[src/rtl/ysyx_22050612_lsu_pkg.sv]
// rtl/ysyx_22050612_lsu_pkg.sv - LSU state and access-size encodings
package ysyx_22050612_lsu_pkg;

  typedef logic [1:0] lsu_state_t;

  localparam lsu_state_t ST_IDLE  = 2'd0;
  localparam lsu_state_t ST_MREQ  = 2'd1;
  localparam lsu_state_t ST_MWAIT = 2'd2;
  localparam lsu_state_t ST_RESP  = 2'd3;

  localparam logic [1:0] SZ_B = 2'd0;
  localparam logic [1:0] SZ_H = 2'd1;
  localparam logic [1:0] SZ_W = 2'd2;
  localparam logic [1:0] SZ_D = 2'd3;

endpackage

[src/rtl/ysyx_22050612_LsuAlign.sv]
// rtl/ysyx_22050612_LsuAlign.sv - byte-lane shift, write mask and load extension
module ysyx_22050612_LsuAlign
  import ysyx_22050612_lsu_pkg::*;
#(
  parameter int XLEN = 64
) (
  input  logic [$clog2(XLEN/8)-1:0] off_i,
  input  logic [1:0]                size_i,
  input  logic                      uns_i,
  input  logic [XLEN-1:0]           wdata_i,
  input  logic [XLEN-1:0]           rdata_i,
  output logic [XLEN/8-1:0]         wmask_o,
  output logic [XLEN-1:0]           wdata_o,
  output logic [XLEN-1:0]           load_o
);

  localparam int NB   = XLEN / 8;
  localparam int OFFW = $clog2(NB);
  localparam int IW   = $clog2(XLEN);

  logic [OFFW+2:0]  shamt;
  logic [NB-1:0]    base;
  logic [XLEN-1:0]  shifted;
  logic [XLEN-1:0]  keep;
  logic [IW-1:0]    msb;
  logic             sign;

  assign shamt   = {off_i, 3'b000};
  assign wmask_o = base << off_i;
  assign wdata_o = wdata_i << shamt;
  assign shifted = rdata_i >> shamt;

  always_comb begin
    base = NB'(8'hFF);
    keep = '1;
    msb  = IW'(XLEN - 1);
    case (size_i)
      SZ_B: begin base = NB'(1);  keep = XLEN'(8'hFF);         msb = IW'(7);  end
      SZ_H: begin base = NB'(3);  keep = XLEN'(16'hFFFF);      msb = IW'(15); end
      SZ_W: begin base = NB'(15); keep = XLEN'(32'hFFFF_FFFF); msb = IW'(31); end
      default: ;
    endcase
  end

  // Double-word keeps every bit, so the unsigned flag has no effect there.
  assign sign   = ~uns_i & shifted[msb];
  assign load_o = (shifted & keep) | ({XLEN{sign}} & ~keep);

endmodule

[src/rtl/ysyx_22050612_lsu.sv]
// rtl/ysyx_22050612_lsu.sv - multi-cycle load/store unit with handshaked memory port
module ysyx_22050612_lsu
  import ysyx_22050612_lsu_pkg::*;
#(
  parameter int XLEN = 64
) (
  input  logic              clk,
  input  logic              rst_n,
  input  logic              req_valid,
  output logic              req_ready,
  input  logic              req_wen,
  input  logic [1:0]        req_size,
  input  logic              req_unsigned,
  input  logic [XLEN-1:0]   req_addr,
  input  logic [XLEN-1:0]   req_wdata,
  input  logic [4:0]        req_rd,
  output logic              mem_req_valid,
  input  logic              mem_req_ready,
  output logic [XLEN-1:0]   mem_addr,
  output logic              mem_wen,
  output logic [XLEN-1:0]   mem_wdata,
  output logic [XLEN/8-1:0] mem_wmask,
  input  logic              mem_resp_valid,
  input  logic [XLEN-1:0]   mem_rdata,
  output logic              resp_valid,
  input  logic              resp_ready,
  output logic [XLEN-1:0]   resp_data,
  output logic [4:0]        resp_rd,
  output logic              resp_gpr_wen,
  output logic              resp_err
);

  localparam int NB   = XLEN / 8;
  localparam int OFFW = $clog2(NB);

  lsu_state_t      state_q, state_d;
  logic [XLEN-1:0] addr_q, addr_d;
  logic [XLEN-1:0] wdata_q, wdata_d;
  logic [XLEN-1:0] rdata_q, rdata_d;
  logic [1:0]      size_q, size_d;
  logic            uns_q, uns_d;
  logic            wen_q, wen_d;
  logic            err_q, err_d;
  logic [4:0]      rd_q, rd_d;

  logic            misaligned;
  logic            illegal;
  logic [NB-1:0]   lane_wmask;
  logic [XLEN-1:0] lane_wdata;
  logic [XLEN-1:0] load_data;
  logic            in_mreq;
  logic            in_resp;
  logic            is_store_req;
  logic            load_ok;

  always_comb begin
    misaligned = 1'b0;
    case (req_size)
      SZ_B:    misaligned = 1'b0;
      SZ_H:    misaligned = req_addr[0];
      SZ_W:    misaligned = |req_addr[1:0];
      default: misaligned = |req_addr[2:0];
    endcase
  end

  assign illegal = (req_size == SZ_D) && (XLEN == 32);

  always_comb begin
    state_d = state_q;
    addr_d  = addr_q;
    wdata_d = wdata_q;
    rdata_d = rdata_q;
    size_d  = size_q;
    uns_d   = uns_q;
    wen_d   = wen_q;
    err_d   = err_q;
    rd_d    = rd_q;
    case (state_q)
      ST_IDLE: begin
        if (req_valid) begin
          addr_d  = req_addr;
          wdata_d = req_wdata;
          rdata_d = '0;
          size_d  = req_size;
          uns_d   = req_unsigned;
          wen_d   = req_wen;
          rd_d    = req_rd;
          err_d   = misaligned | illegal;
          state_d = (misaligned | illegal) ? ST_RESP : ST_MREQ;
        end
      end
      ST_MREQ: begin
        if (mem_req_ready) state_d = ST_MWAIT;
      end
      ST_MWAIT: begin
        // Stores wait here too, so the ack is consumed before writeback.
        if (mem_resp_valid) begin
          if (!wen_q) rdata_d = mem_rdata;
          state_d = ST_RESP;
        end
      end
      ST_RESP: begin
        if (resp_ready) state_d = ST_IDLE;
      end
      default: state_d = ST_IDLE;
    endcase
  end

  always_ff @(posedge clk or negedge rst_n) begin
    if (!rst_n) begin
      state_q <= ST_IDLE;
      addr_q  <= '0;
      wdata_q <= '0;
      rdata_q <= '0;
      size_q  <= SZ_B;
      uns_q   <= 1'b0;
      wen_q   <= 1'b0;
      err_q   <= 1'b0;
      rd_q    <= '0;
    end else begin
      state_q <= state_d;
      addr_q  <= addr_d;
      wdata_q <= wdata_d;
      rdata_q <= rdata_d;
      size_q  <= size_d;
      uns_q   <= uns_d;
      wen_q   <= wen_d;
      err_q   <= err_d;
      rd_q    <= rd_d;
    end
  end

  ysyx_22050612_LsuAlign #(.XLEN(XLEN)) u_align (
    .off_i   (addr_q[OFFW-1:0]),
    .size_i  (size_q),
    .uns_i   (uns_q),
    .wdata_i (wdata_q),
    .rdata_i (rdata_q),
    .wmask_o (lane_wmask),
    .wdata_o (lane_wdata),
    .load_o  (load_data)
  );

  assign in_mreq      = (state_q == ST_MREQ);
  assign in_resp      = (state_q == ST_RESP);
  assign is_store_req = in_mreq & wen_q;
  assign load_ok      = in_resp & ~wen_q & ~err_q;

  // Outputs are forced to zero outside their owning state.
  assign req_ready     = (state_q == ST_IDLE);
  assign mem_req_valid = in_mreq;
  assign mem_addr      = in_mreq ? {addr_q[XLEN-1:OFFW], {OFFW{1'b0}}} : '0;
  assign mem_wen       = is_store_req;
  assign mem_wdata     = is_store_req ? lane_wdata : '0;
  assign mem_wmask     = is_store_req ? lane_wmask : '0;
  assign resp_valid    = in_resp;
  assign resp_err      = in_resp & err_q;
  assign resp_rd       = in_resp ? rd_q : 5'd0;
  assign resp_data     = load_ok ? load_data : '0;
  assign resp_gpr_wen  = load_ok & (rd_q != 5'd0);

endmodule

[config.mk]
export PLATFORM = sky130hd
export DESIGN_NAME = ysyx_22050612_lsu
export DESIGN_NICKNAME = d
export VERILOG_FILES = /design/src/rtl/ysyx_22050612_lsu_pkg.sv /design/src/rtl/ysyx_22050612_LsuAlign.sv /design/src/rtl/ysyx_22050612_lsu.sv
export SDC_FILE = /design/constraint.sdc
export NUM_CORES = 1
export LEC_CHECK = 0
export BUFFER_PORTS_ARGS = -buffer_cell sky130_fd_sc_hd__buf_4
export CORE_ASPECT_RATIO = 0.8
export CORE_MARGIN = 2
export CORE_UTILIZATION = 47
export DETAILED_ROUTE_END_ITERATION = 6
export PLACE_DENSITY = 0.8
export SLEW_MARGIN = 15
export SYNTH_ARGS = -nofsm -noshare
export SYNTH_HDL_FRONTEND = slang
export SYNTH_SLANG_ARGS = --single-unit
[constraint.sdc]
create_clock -name clk -period 1.9 [get_ports clk]
set_input_delay 0.095 -clock clk [delete_from_list [all_inputs] [get_ports clk]]
set_output_delay 0.095 -clock clk [all_outputs]
set_load 0.02 [all_outputs]
==> flow_metrics.env, run 1 <==
export IMPL_synth_simple_area_share_pct=12.04
export IMPL_globalRouteTotalUtil_pct=79.53
export IMPL_clk_path_buf_depth=3
export IMPL_tool_error="[ERROR GRT-0232] Routing congestion too high. Check the congestion heatmap in the GUI."
export IMPL_synth_most_common_cell="dfrtp_1"
export IMPL_place_gp_congestion=0.9275
export IMPL_async_flop_share_pct=100.0
export IMPL_synth_area_leaders="dfrtp_1, mux2_2, mux4_2, a22o_1, mux2i_1"
export IMPL_synth_seq_cells=204
export IMPL_synth_cell_type_count=52
export IMPL_synth_fa_ha_area_share_pct=0.4059
export IMPL_place_inst=1924
export IMPL_grt_max_degree=64
export IMPL_num_rows=52
export IMPL_avgSynthCellArea_um2=11.12
export IMPL_haltStage="global routing"
export IMPL_synth_area_leader_cell="dfrtp_1"
export IMPL_synth_main_ff_cell="dfrtp_1"
export IMPL_synthCells=1109
export IMPL_postPlaceCellArea_mm2=0.01715
export IMPL_htree_levels=1
export IMPL_synth_top_family_by_area="multiplexers"
export IMPL_cts_root_buf="clkbuf_16"
export IMPL_synth_edff_count=0
export IMPL_synthXorXnorAreaFrac_pct=0
export IMPL_die_h_um=148.9
export IMPL_start_util_pct=48.22
export IMPL_overflow=13
export IMPL_synth_compound_area_share_pct=13.26
export IMPL_dp_hpwl_mm=34.35
export IMPL_yosysWarnings=0
export IMPL_synth_common_cells="dfrtp_1, mux2_2, nor2_1, and2_1, a22o_1"
export IMPL_synth_top_area_share_pct=41.40
export IMPL_syn_area_mm2=0.01233
export IMPL_die_w_um=185.1
export IMPL_muxShareOfSynthArea_pct=28.46
export IMPL_cts_sinks=204
export IMPL_status="aborted with a tool error"
export IMPL_grt_worst_endpoint="resp_data[24]"
export IMPL_endpoint_type="output port"
export IMPL_io_pins=418
export IMPL_portBuffers=414
export IMPL_cts_made_buffers=24
export IMPL_yosysSeqAreaShare_pct=41.40
## routing by layer
layer | GRT overflow | global-route usage [%]
met1 | 0 | 80.24
met2 | 0 | 92.32
met3 | 2 | 69.46
met4 | 11 | 75.28
met5 | 0 | 41.64
## logic make-up after synthesis
group | Yosys count
muxes | 269
buffers and inverters | 114
other | 1
AOI/OAI and AO/OA | 221
DFF | 204
and+or+nand+nor | 296
adders and majority gates | 4
## repair_timing
action,4_1_cts
buffers inserted,23
setup endpoints to repair,299
gates resized for setup,132
cloned,8
hold endpoints to repair,260
pin swaps,22
hold buffers,202
## stage by stage
stage	setup slack [ns]	utilization, %	hold slack [ns]	TNS [ns]
after CTS	-0.7542	81.43	0.06842	-97.82
after detailed placement	-0.2898	67.06	0.1198	-12.95
after global placement	-0.2447	67.06	0.1230	-9.152
after floorplan	-0.2971	-	-0.2006	-23.43
==> run 2: changes to the inputs <==
Settings changed: CORE_ASPECT_RATIO 0.8 to not set, CORE_UTILIZATION 47 to 40, PLACE_DENSITY 0.8 to not set, PLACE_DENSITY_LB_ADDON set to 0.15.
Clock period 1.9 ns to 2.47 ns, I/O delays scaled along.
==> flow_metrics.env, run 2 <==
export IMPL_status="finished with violations"
export IMPL_violations="setup timing"
export IMPL_cts_made_buffers=25
export IMPL_globalRouteTotalUtil_pct=29.21
export IMPL_reg2reg_depth=8
export IMPL_wl_mm=49.90
export IMPL_setup_viol=94
export IMPL_vias=12106
export IMPL_portBuffers=414
export IMPL_io_pins=418
export IMPL_synth_main_ff_cell="dfrtp_1"
export IMPL_fin_nets=1992
export IMPL_finalCritPeriodShare_pct=109.6
export IMPL_grt_pass1_vias=12591
export IMPL_grtUsageMet2_pct=47.83
export IMPL_htree_levels=1
export IMPL_antenna_found_initial=1
export IMPL_arrival_ns=2.58
export IMPL_drt_iter0_drc=906
export IMPL_period_needed_ns=2.707
export IMPL_synth_seq_cells=204
export IMPL_synth_area_leaders="dfrtp_1, mux2_2, mux4_2, a22o_1, mux2i_1"
export IMPL_start_util_pct=40.41
export IMPL_ir_drop_mv=0.8570
export IMPL_num_rows=64
export IMPL_required_ns=2.35
export IMPL_startpoint="addr_q[1]$_DFFE_PN0P_"
export IMPL_die_area_mm2=0.03224
export IMPL_layout_drive_gt1_share_pct=50.39
export IMPL_grt_max_degree=66
export IMPL_dp_hpwl_mm=33.20
export IMPL_post_route_drc_count=0
export IMPL_rsz0062_at_grt="true"
export IMPL_grt_pass1_wl_mm=74.64
export IMPL_die_w_um=179.6
export IMPL_critPathKind="reg2out"
export IMPL_final_common_cell="buf_4"
export IMPL_clkLatencyLatePin_ns=0.54
export IMPL_firstDrtPassIters=5
export IMPL_synth_most_common_cell="dfrtp_1"
export IMPL_wl_per_cell_um=22.73
export IMPL_met3_usage_pct=7.131
export IMPL_cts_sinks=204
export IMPL_path_clk_slew_ns=0.06
export IMPL_leakagePower_nw=9.467
export IMPL_grt_busiest_layer="met2"
export IMPL_cp_start_kind="flop"
export IMPL_syn_to_final_growth_pct=67.33
export IMPL_critPathMaxFanout=7
export IMPL_drv_cap=0
export IMPL_max_slew_margin_rel_pct=50.90
export IMPL_fmax_ghz=0.3695
export IMPL_synth_edff_count=0
export IMPL_postPlaceCellArea_mm2=0.01610
export IMPL_yosysWarnings=0
export IMPL_hold_viol=0
export IMPL_synth_top_area_share_pct=41.40
export IMPL_overflow=0
export IMPL_hp_start="resp_ready"
export IMPL_critPathCaptureType="output port"
export IMPL_drv_slew=0
export IMPL_viasPerCell=5.515
export IMPL_timing_rr_start="state_q[1]$_DFFE_PN0P_"
export IMPL_total_power_mw=27.39
export IMPL_hp_class="in2reg"
export IMPL_finalInstanceArea_mm2=0.02063
export IMPL_synth_common_cells="dfrtp_1, mux2_2, nor2_1, and2_1, a22o_1"
export IMPL_syn_area_mm2=0.01233
export IMPL_worst_slew_pin_slew_ns=0.7365
export IMPL_synth_cell_type_count=52
export IMPL_holdPathStages=5
export IMPL_layout_common_cells="buf_4, dlygate4sd3_1, dfrtp_1"
export IMPL_reg_top3="addr_q: 64 flops, rdata_q: 64 flops, wdata_q: 64 flops"
export IMPL_cts_root_buf="clkbuf_16"
export IMPL_power_density_mw_per_mm2=1328
export IMPL_timing_final_ws_setup_ns=-0.2366
export IMPL_clk_path_buf_depth=3
export IMPL_place_inst=1884
export IMPL_place_gp_congestion=0.9370
export IMPL_die_h_um=179.6
export IMPL_cts_tree="yes"
export IMPL_fillers=2324
export IMPL_grtUsageMet1_pct=38.36
export IMPL_async_flop_share_pct=100.0
export IMPL_fin_cells=2195
export IMPL_core_region_area_mm2=0.03051
export IMPL_fin_worst_skew_ns=0.01117
export IMPL_drtAntennaViolNets=0
export IMPL_synth_area_leader_cell="dfrtp_1"
export IMPL_yosysSeqAreaShare_pct=41.40
export IMPL_synthCells=1109
export IMPL_avgSynthCellArea_um2=11.12
run 2: cell counts after synthesis:
No cell type changed its count.
run 2: logic make-up after synthesis:
group	count (synthesis)	synth area share, %
AO/OA/AOI/OAI	221	13.26
adder cells (fa/ha/maj)	4	0.4059
buffers and inverters	114	4.404
flip-flops	204	41.40
multiplexers	269	28.46
other	1	0.03042
AND/OR/NAND/NOR	296	12.04
run 2: area by class of cell:
cell class	count	area, um2	area share (%)
multi-input combinational	793	7313	35.45
tap	396	495.5	2.402
inverter	13	62.56	0.3032
clock inverter	7	125.1	0.6065
antenna	1	2.502	0.01213
timing repair buffer	744	6795	32.94
clock buffer	37	720.7	3.493
sequential	204	5116	24.80
run 2: critical path: stages, from the launching register on:
cell and delay (ns):
dfrtp_4 0.53, buf_6 0.16, mux2_2 0.25, o22ai_4 0.08
nor3_2 0.22, nor3_4 0.07, buf_12 0.15, clkbuf_16 0.17
nor3b_2 0.22, buf_4 0.18
run 2: path summary, 6_finish.rpt:
path | to | slack, ns
setup / recovery | resp_data[38] | -0.24
hold / removal | state_q[0]$_DFFE_PN0P_ | 0.04
setup reg to reg | rdata_q[9]$_DFFE_PN0P_ | 0.29
hold reg to reg | addr_q[6]$_DFFE_PN0P_ | 0.50
max in group asynchronous | rd_q[4]$_DFFE_PN0P_ | 1.58
min in group asynchronous | rdata_q[10]$_DFFE_PN0P_ | 0.13
run 2: per-stage QoR:
step | hold slack, ns | TNS, ns | util (%) | worst slack (ns)
after floorplan | -0.1721 | -0.1335 | - | -0.006674
after global placement | 0.1078 | 0 | 52.77 | 0.1465
after CTS | 0.02584 | -9.291 | 64.67 | -0.2190
final | 0.04290 | -11.66 | 67.62 | -0.2366
after detailed placement | 0.1144 | 0 | 52.77 | 0.1948
after global routing | 0.07527 | -20.17 | 67.62 | -0.3087
run 2: where the power goes:
part / leakage, nW / internal, mW / switching [mW]
sequential: 2.51 / 4.82 / 1.59
combinational: 6.54 / 8.64 / 8.54
clock: 0.416 / 2.33 / 1.48
total: 9.47 / 15.8 / 11.6
run 2: per-layer routing:
layer  up-vias  wire length, um
li1       5427                -
met1      6027            20250
met2       570            24060
met3        82             4022
met4         0             1571
met5         -                0
run 2: what timing repair did:
| action | CTS | global route |
|---|---|---|
| resized for setup | 104 | 128 |
| pin swaps | 11 | 35 |
| setup buffers | 19 | 31 |
| endpoints found under the hold margin | 272 | 0 |
| gates cloned | 6 | 9 |
| hold buffers | 203 | 0 |
| endpoints found under the setup margin | 122 | 117 |
No activity file was read; power rests on OpenSTA's default activity.
==> run 3: changes to the inputs <==
Settings changed: RECOVER_POWER set to 100.
==> flow_metrics.env, run 3 (synthesis gave the netlist of run 2 again) <==
export IMPL_worstReg2RegEnd="wdata_q[33]$_DFFE_PN0P_"
export IMPL_io_pins=418
export IMPL_finish_utilization_pct=67.52
export IMPL_power_density_mw_per_mm2=1329
export IMPL_register_area_mm2=0.005116
export IMPL_cts_tree="yes"
export IMPL_fillers=2331
export IMPL_globalRouteTotalUtil_pct=29.21
export IMPL_clk_path_buf_depth=3
export IMPL_start_util_pct=40.41
export IMPL_pre_cts_ws_ns=0.1948
export IMPL_crit_chain="buf_6 -> mux2_2 -> o22ai_4 -> nor3_2 -> nor3_4 -> buf_12 -> clkbuf_16 -> nor3b_2 -> buf_4"
export IMPL_place_gp_congestion=0.9370
export IMPL_viasPerCell=5.532
export IMPL_critPathCaptureType="output port"
export IMPL_dp_hpwl_mm=33.20
export IMPL_leakagePower_nw=9.447
export IMPL_vias=12154
export IMPL_cts_sinks=204
export IMPL_multiInputGateArea_mm2=0.007306
export IMPL_rsz0062_at_grt="true"
export IMPL_violations="capacitance limit, slew limit, setup timing"
export IMPL_finalCritPeriodShare_pct=109.9
export IMPL_final_common_cell="buf_4"
export IMPL_setup_tns_ns=-11.66
export IMPL_drtAntennaViolNets=0
export IMPL_cpPeakStageDelay_ns=0.53
export IMPL_layout_common_cells="buf_4, dlygate4sd3_1, dfrtp_1"
export IMPL_cts_made_buffers=25
export IMPL_die_w_um=179.6
export IMPL_total_power_mw=27.37
export IMPL_cp_num_cells=9
export IMPL_die_h_um=179.6
export IMPL_path_clk_slew_ns=0.06
export IMPL_fin_nets=1992
export IMPL_worst_slew_pin_slew_ns=1.674
export IMPL_antenna_found_initial=1
export IMPL_num_rows=64
export IMPL_portBuffers=414
export IMPL_hold_viol=0
export IMPL_rrSetupSlack_ns=0.11
export IMPL_firstDrtPassIters=5
export IMPL_critPathKind="reg2out"
export IMPL_grt_max_degree=66
export IMPL_reg_top3="addr_q: 64 flops, rdata_q: 64 flops, wdata_q: 64 flops"
export IMPL_period_needed_ns=2.716
export IMPL_htree_levels=1
export IMPL_finalInstanceArea_mm2=0.02060
export IMPL_setup_worst_path_end="resp_data[38]"
export IMPL_max_slew_margin_rel_pct=-11.63
export IMPL_clkLatencyLatePin_ns=0.54
export IMPL_critPathMaxFanout=7
export IMPL_fin_worst_skew_ns=0.01213
export IMPL_drv_slew=64
export IMPL_fmax_ghz=0.3682
export IMPL_cp_start_kind="flop"
export IMPL_holdWs_ns=0.04292
export IMPL_timing_rr_start="state_q[0]$_DFFE_PN0P_"
export IMPL_cts_root_buf="clkbuf_16"
export IMPL_drv_cap=1
export IMPL_layout_drive_gt1_share_pct=50.28
export IMPL_wl_per_cell_um=22.70
export IMPL_grt_pass1_vias=12591
export IMPL_fin_cells=2197
export IMPL_ir_drop_mv=0.8565
export IMPL_overflow=0
export IMPL_setup_viol=94
export IMPL_required_ns=2.35
export IMPL_timing_final_ws_setup_ns=-0.2456
export IMPL_wl_mm=49.87
export IMPL_critPathTopFamily="buffers and inverters"
export IMPL_path_buf_inv=4
export IMPL_status="finished with violations"
export IMPL_place_inst=1884
export IMPL_startpoint="addr_q[1]$_DFFE_PN0P_"
export IMPL_die_area_mm2=0.03224
export IMPL_grt_pass1_wl_mm=74.64
export IMPL_critPathSlowestCell="dfrtp_4"
export IMPL_postPlaceCellArea_mm2=0.01610
export IMPL_core_region_area_mm2=0.03051
export IMPL_hp_class="in2reg"
export IMPL_arrival_ns=2.59
export IMPL_reg2reg_depth=6
export IMPL_post_route_drc_count=0
export IMPL_drt_iter0_drc=950
export IMPL_syn_to_final_growth_pct=67.07
[run 3: worst min path at each step]
| stage | from | end | slack, ns | cells past startpoint |
|---|---|---|---|---|
| 6_report | resp_ready | state_q[0]$_DFFE_PN0P_ | 0.04 | 5 |
| 5_1_grt | resp_ready | state_q[0]$_DFFE_PN0P_ | 0.08 | 4 |
| 4_1_cts | resp_ready | state_q[0]$_DFFE_PN0P_ | 0.03 | 5 |
| 3_5_place_dp | rst_n | rdata_q[24]$_DFFE_PN0P_ | 0.11 | 1 |
| 3_3_place_gp | rst_n | rdata_q[25]$_DFFE_PN0P_ | 0.11 | 1 |
| 2_1_floorplan | rst_n | addr_q[0]$_DFFE_PN0P_ | -0.17 | 0 |
[run 3: layout make-up]
type,count,share of cell area [%]
multi-input cells,793,35.47
repair buffers,744,32.84
flip-flops and latches,204,24.84
clock buffers,37,3.499
well taps,396,2.405
clock inverters,7,0.6074
inverters,13,0.3037
diodes,3,0.03645
[run 3: worst min-delay path, delay by kind of cell]
| kind | cells | cell delay [ns] |
|---|---|---|
| buffers and inverters | 2 | 0.16 |
| and+or+nand+nor | 1 | 0.10 |
| AOI/OAI and AO/OA | 2 | 0.16 |
[run 3: where the power goes]
group	switching [mW]	internal (mW)
logic	8.53	8.63
registers	1.58	4.82
clock network	1.48	2.33
[run 3: timing repair]
action	in CTS	in global routing
endpoints found under the setup margin	122	117
gates cloned	6	9
pin swaps	11	35
endpoints found under the hold margin	272	0
setup buffers	19	31
hold buffers	203	0
gates resized for setup	104	128
[run 3: per-layer routing]
| metal | routed length (um) | share of wire, % | up-vias | global-route usage (%) |
|---|---|---|---|---|
| li1 | - | - | 5431 | - |
| met1 | 20000 | 40 | 6046 | 38.36 |
| met2 | 24020 | 48 | 594 | 47.83 |
| met3 | 4233 | 8.5 | 83 | 7.131 |
| met4 | 1607 | 3.2 | 0 | 8.943 |
| met5 | 0 | 0 | - | 0 |
==> run 4: changes to the inputs <==
Settings changed: SYNTH_HIERARCHICAL set to 1.
==> flow_metrics.env, run 4 <==
export IMPL_rsz0062_at_grt="true"
export IMPL_status="finished with violations"
export IMPL_reg2reg_depth=5
export IMPL_portBuffers=414
export IMPL_dp_hpwl_mm=34.03
export IMPL_critPathKind="reg2out"
export IMPL_critPathCaptureType="output port"
export IMPL_async_flop_share_pct=100.0
export IMPL_power_density_mw_per_mm2=1340
export IMPL_grt_pass1_vias=13245
export IMPL_cts_sinks=204
export IMPL_grt_pass1_wl_mm=75.08
export IMPL_drv_cap=1
export IMPL_drt_iter0_drc=1067
export IMPL_synth_common_cells="dfrtp_1, mux2_2, and2_1, nand2_1, mux2i_1"
export IMPL_fillers=2552
export IMPL_layout_common_cells="buf_4, dlygate4sd3_1, dfrtp_1"
export IMPL_yosysSeqAreaShare_pct=38.62
export IMPL_die_area_mm2=0.03452
export IMPL_synth_seq_cells=204
export IMPL_min_to="state_q[1]$_DFFE_PN0P_"
export IMPL_hp_class="in2reg"
export IMPL_leakagePower_nw=10.19
export IMPL_place_gp_congestion=0.9277
export IMPL_io_pins=418
export IMPL_post_route_drc_count=0
export IMPL_syn_area_mm2=0.01322
export IMPL_clkLatencyLatePin_ns=0.55
export IMPL_worst_slew_pin_slew_ns=1.582
export IMPL_syn_to_final_growth_pct=63.10
export IMPL_path_clk_slew_ns=0.06
export IMPL_synth_most_common_cell="dfrtp_1"
export IMPL_globalRouteTotalUtil_pct=28.03
export IMPL_critPathSlowestCell="mux4_2"
export IMPL_rrSetupSlack_ns=0.07
export IMPL_yosysWarnings=6
export IMPL_arrival_ns=2.71
export IMPL_fmax_ghz=0.3525
export IMPL_antenna_found_initial=4
export IMPL_critPathMaxFanout=31
export IMPL_synth_area_leader_cell="dfrtp_1"
export IMPL_synth_top_area_share_pct=38.62
export IMPL_setup_viol=161
export IMPL_violations="capacitance limit, slew limit, setup timing"
export IMPL_die_h_um=185.8
export IMPL_drtAntennaViolNets=0
export IMPL_ir_drop_mv=0.8522
export IMPL_hold_viol=0
export IMPL_cp_start_kind="flop"
export IMPL_num_rows=66
export IMPL_finalCritPeriodShare_pct=114.9
export IMPL_cts_root_buf="clkbuf_16"
export IMPL_required_ns=2.35
export IMPL_clk_path_buf_depth=3
export IMPL_finalInstanceArea_mm2=0.02156
export IMPL_layout_drive_gt1_share_pct=44.68
export IMPL_crit_chain="mux2i_4 -> mux4_2 -> o2bb2ai_4 -> o211ai_2 -> buf_12 -> nand2_1 -> and2_1 -> buf_4"
export IMPL_cpPeakStageDelay_ns=0.56
export IMPL_core_region_area_mm2=0.03254
export IMPL_firstDrtPassIters=5
export IMPL_grt_max_degree=75
export IMPL_reg_top3="addr_q: 64 flops, rdata_q: 64 flops, wdata_q: 64 flops"
export IMPL_timing_final_ws_setup_ns=-0.3669
export IMPL_wl_mm=52.93
export IMPL_final_common_cell="buf_4"
export IMPL_max_slew_margin_rel_pct=-5.475
export IMPL_path_buf_inv=2
export IMPL_setup_tns_ns=-25.77
export IMPL_hp_start="mem_req_ready"
export IMPL_synth_cell_type_count=51
export IMPL_worstReg2RegEnd="wdata_q[22]$_DFFE_PN0P_"
export IMPL_fin_nets=2158
export IMPL_synth_edff_count=0
export IMPL_total_power_mw=28.88
export IMPL_drv_slew=61
export IMPL_start_util_pct=40.63
export IMPL_postPlaceCellArea_mm2=0.01682
export IMPL_cts_made_buffers=26
export IMPL_fin_worst_skew_ns=0.03106
export IMPL_cts_tree="yes"
export IMPL_period_needed_ns=2.837
export IMPL_avgSynthCellArea_um2=10.04
export IMPL_wl_per_cell_um=21.95
export IMPL_holdPathStages=4
export IMPL_cp_num_cells=8
export IMPL_synthCells=1316
export IMPL_overflow=0
export IMPL_viasPerCell=5.538
export IMPL_synth_main_ff_cell="dfrtp_1"
export IMPL_htree_levels=1
export IMPL_die_w_um=185.8
export IMPL_critPathTopFamily="multiplexers"
export IMPL_synth_area_leaders="dfrtp_1, mux2_2, mux2i_1, and2_1, a22o_1"
export IMPL_timing_rr_start="state_q[1]$_DFFE_PN0P_"
export IMPL_vias=13352
-- run 4: cell count changes in the layout (fill, tap and decap cells not counted), sizes merged, moves of 11 or more --
cell / change
mux2i: +38
a211oi: +14
nor2b: +11
o22ai: +16
and3: +80
buf: -24
mux4: -24
nor3: -30
and2: +46
o21ai: +24
nand2: +76
nor2: -37
-- run 4: power by group --
part | internal (mW) | switching [mW]
Combinational | 8.98 | 9.13
Sequential | 5.04 | 1.93
Clock | 2.29 | 1.51
Total | 16.3 | 12.6
-- run 4: kinds of logic (layout without fill, tap and decap cells) --
| group | count (synthesis) | after routing | share of synthesized area (%) |
|---|---|---|---|
| flops | 204 | 204 | 38.62 |
| mux | 280 | 280 | 25.07 |
| simple gates | 442 | 442 | 17.54 |
| fa+ha+maj | 4 | 4 | 0.3786 |
| other cells | 1 | 7 | 0.02837 |
| compound gates | 248 | 249 | 13.02 |
| buf+inv | 137 | 783 | 5.338 |
-- run 4: cell type report --
type	count	area, um2	area share [%]
Timing Repair Buffer	729	6928	32.13
Sequential cell	204	5117	23.73
Tap cell	442	553.0	2.565
Multi-Input combinational cell	978	8075	37.45
Clock inverter	10	106.4	0.4933
Clock buffer	36	739.5	3.430
Antenna cell	4	10.01	0.04643
Inverter	8	31.28	0.1451
-- run 4: how the worst max path moves through the flow --
stage / startpoint / endpoint / slack (ns)
6_report: addr_q[1]$_DFFE_PN0P_ / resp_data[34] / -0.37
5_1_grt: addr_q[1]$_DFFE_PN0P_ / resp_data[51] / -0.49
4_1_cts: addr_q[1]$_DFFE_PN0P_ / resp_data[31] / -0.33
3_5_place_dp: addr_q[1]$_DFFE_PN0P_ / resp_data[21] / 0.02
3_3_place_gp: addr_q[1]$_DFFE_PN0P_ / resp_data[20] / 0.16
2_1_floorplan: addr_q[1]$_DFFE_PN0P_ / resp_data[54] / 0.39
-- run 4: stage by stage --
stage	util [%]	worst slack [ns]	cells	hold WS [ns]
finish	66.27	-0.3669	2411	0.01318
global route	66.26	-0.4859	2410	0.03298
CTS	62.11	-0.3343	2365	0.009560
detailed placement	51.70	0.02495	2099	0.1370
global placement	51.70	0.1584	2099	0.1338
floorplan	-	0.3918	1318	-0.1721
-- run 4: routing by layer --
layer / track usage, % / up-vias / wire length (um)
li1: - / 5997 / -
met1: 34.07 / 6561 / 20170
met2: 49.68 / 655 / 26700
met3: 5.263 / 139 / 4031
met4: 9.606 / 0 / 2031
met5: 0 / - / 0
-- run 4: timing repair --
item                                   CTS  global route
gates cloned                             3            17
hold buffers                           202             0
setup endpoints to repair              129           121
setup buffers                           15            25
endpoints found under the hold margin  269             0
gates resized for setup                 74           230
pin swaps                                6            61
-- run 4: worst reg2reg max path: cells and delay by family (launching register included) --
family / cells / cell delay, ns
mux: 1 / 0.42
fa+ha+maj: 1 / 0.25
flops: 1 / 0.39
buf+inv: 2 / 0.41
simple gates: 1 / 0.82
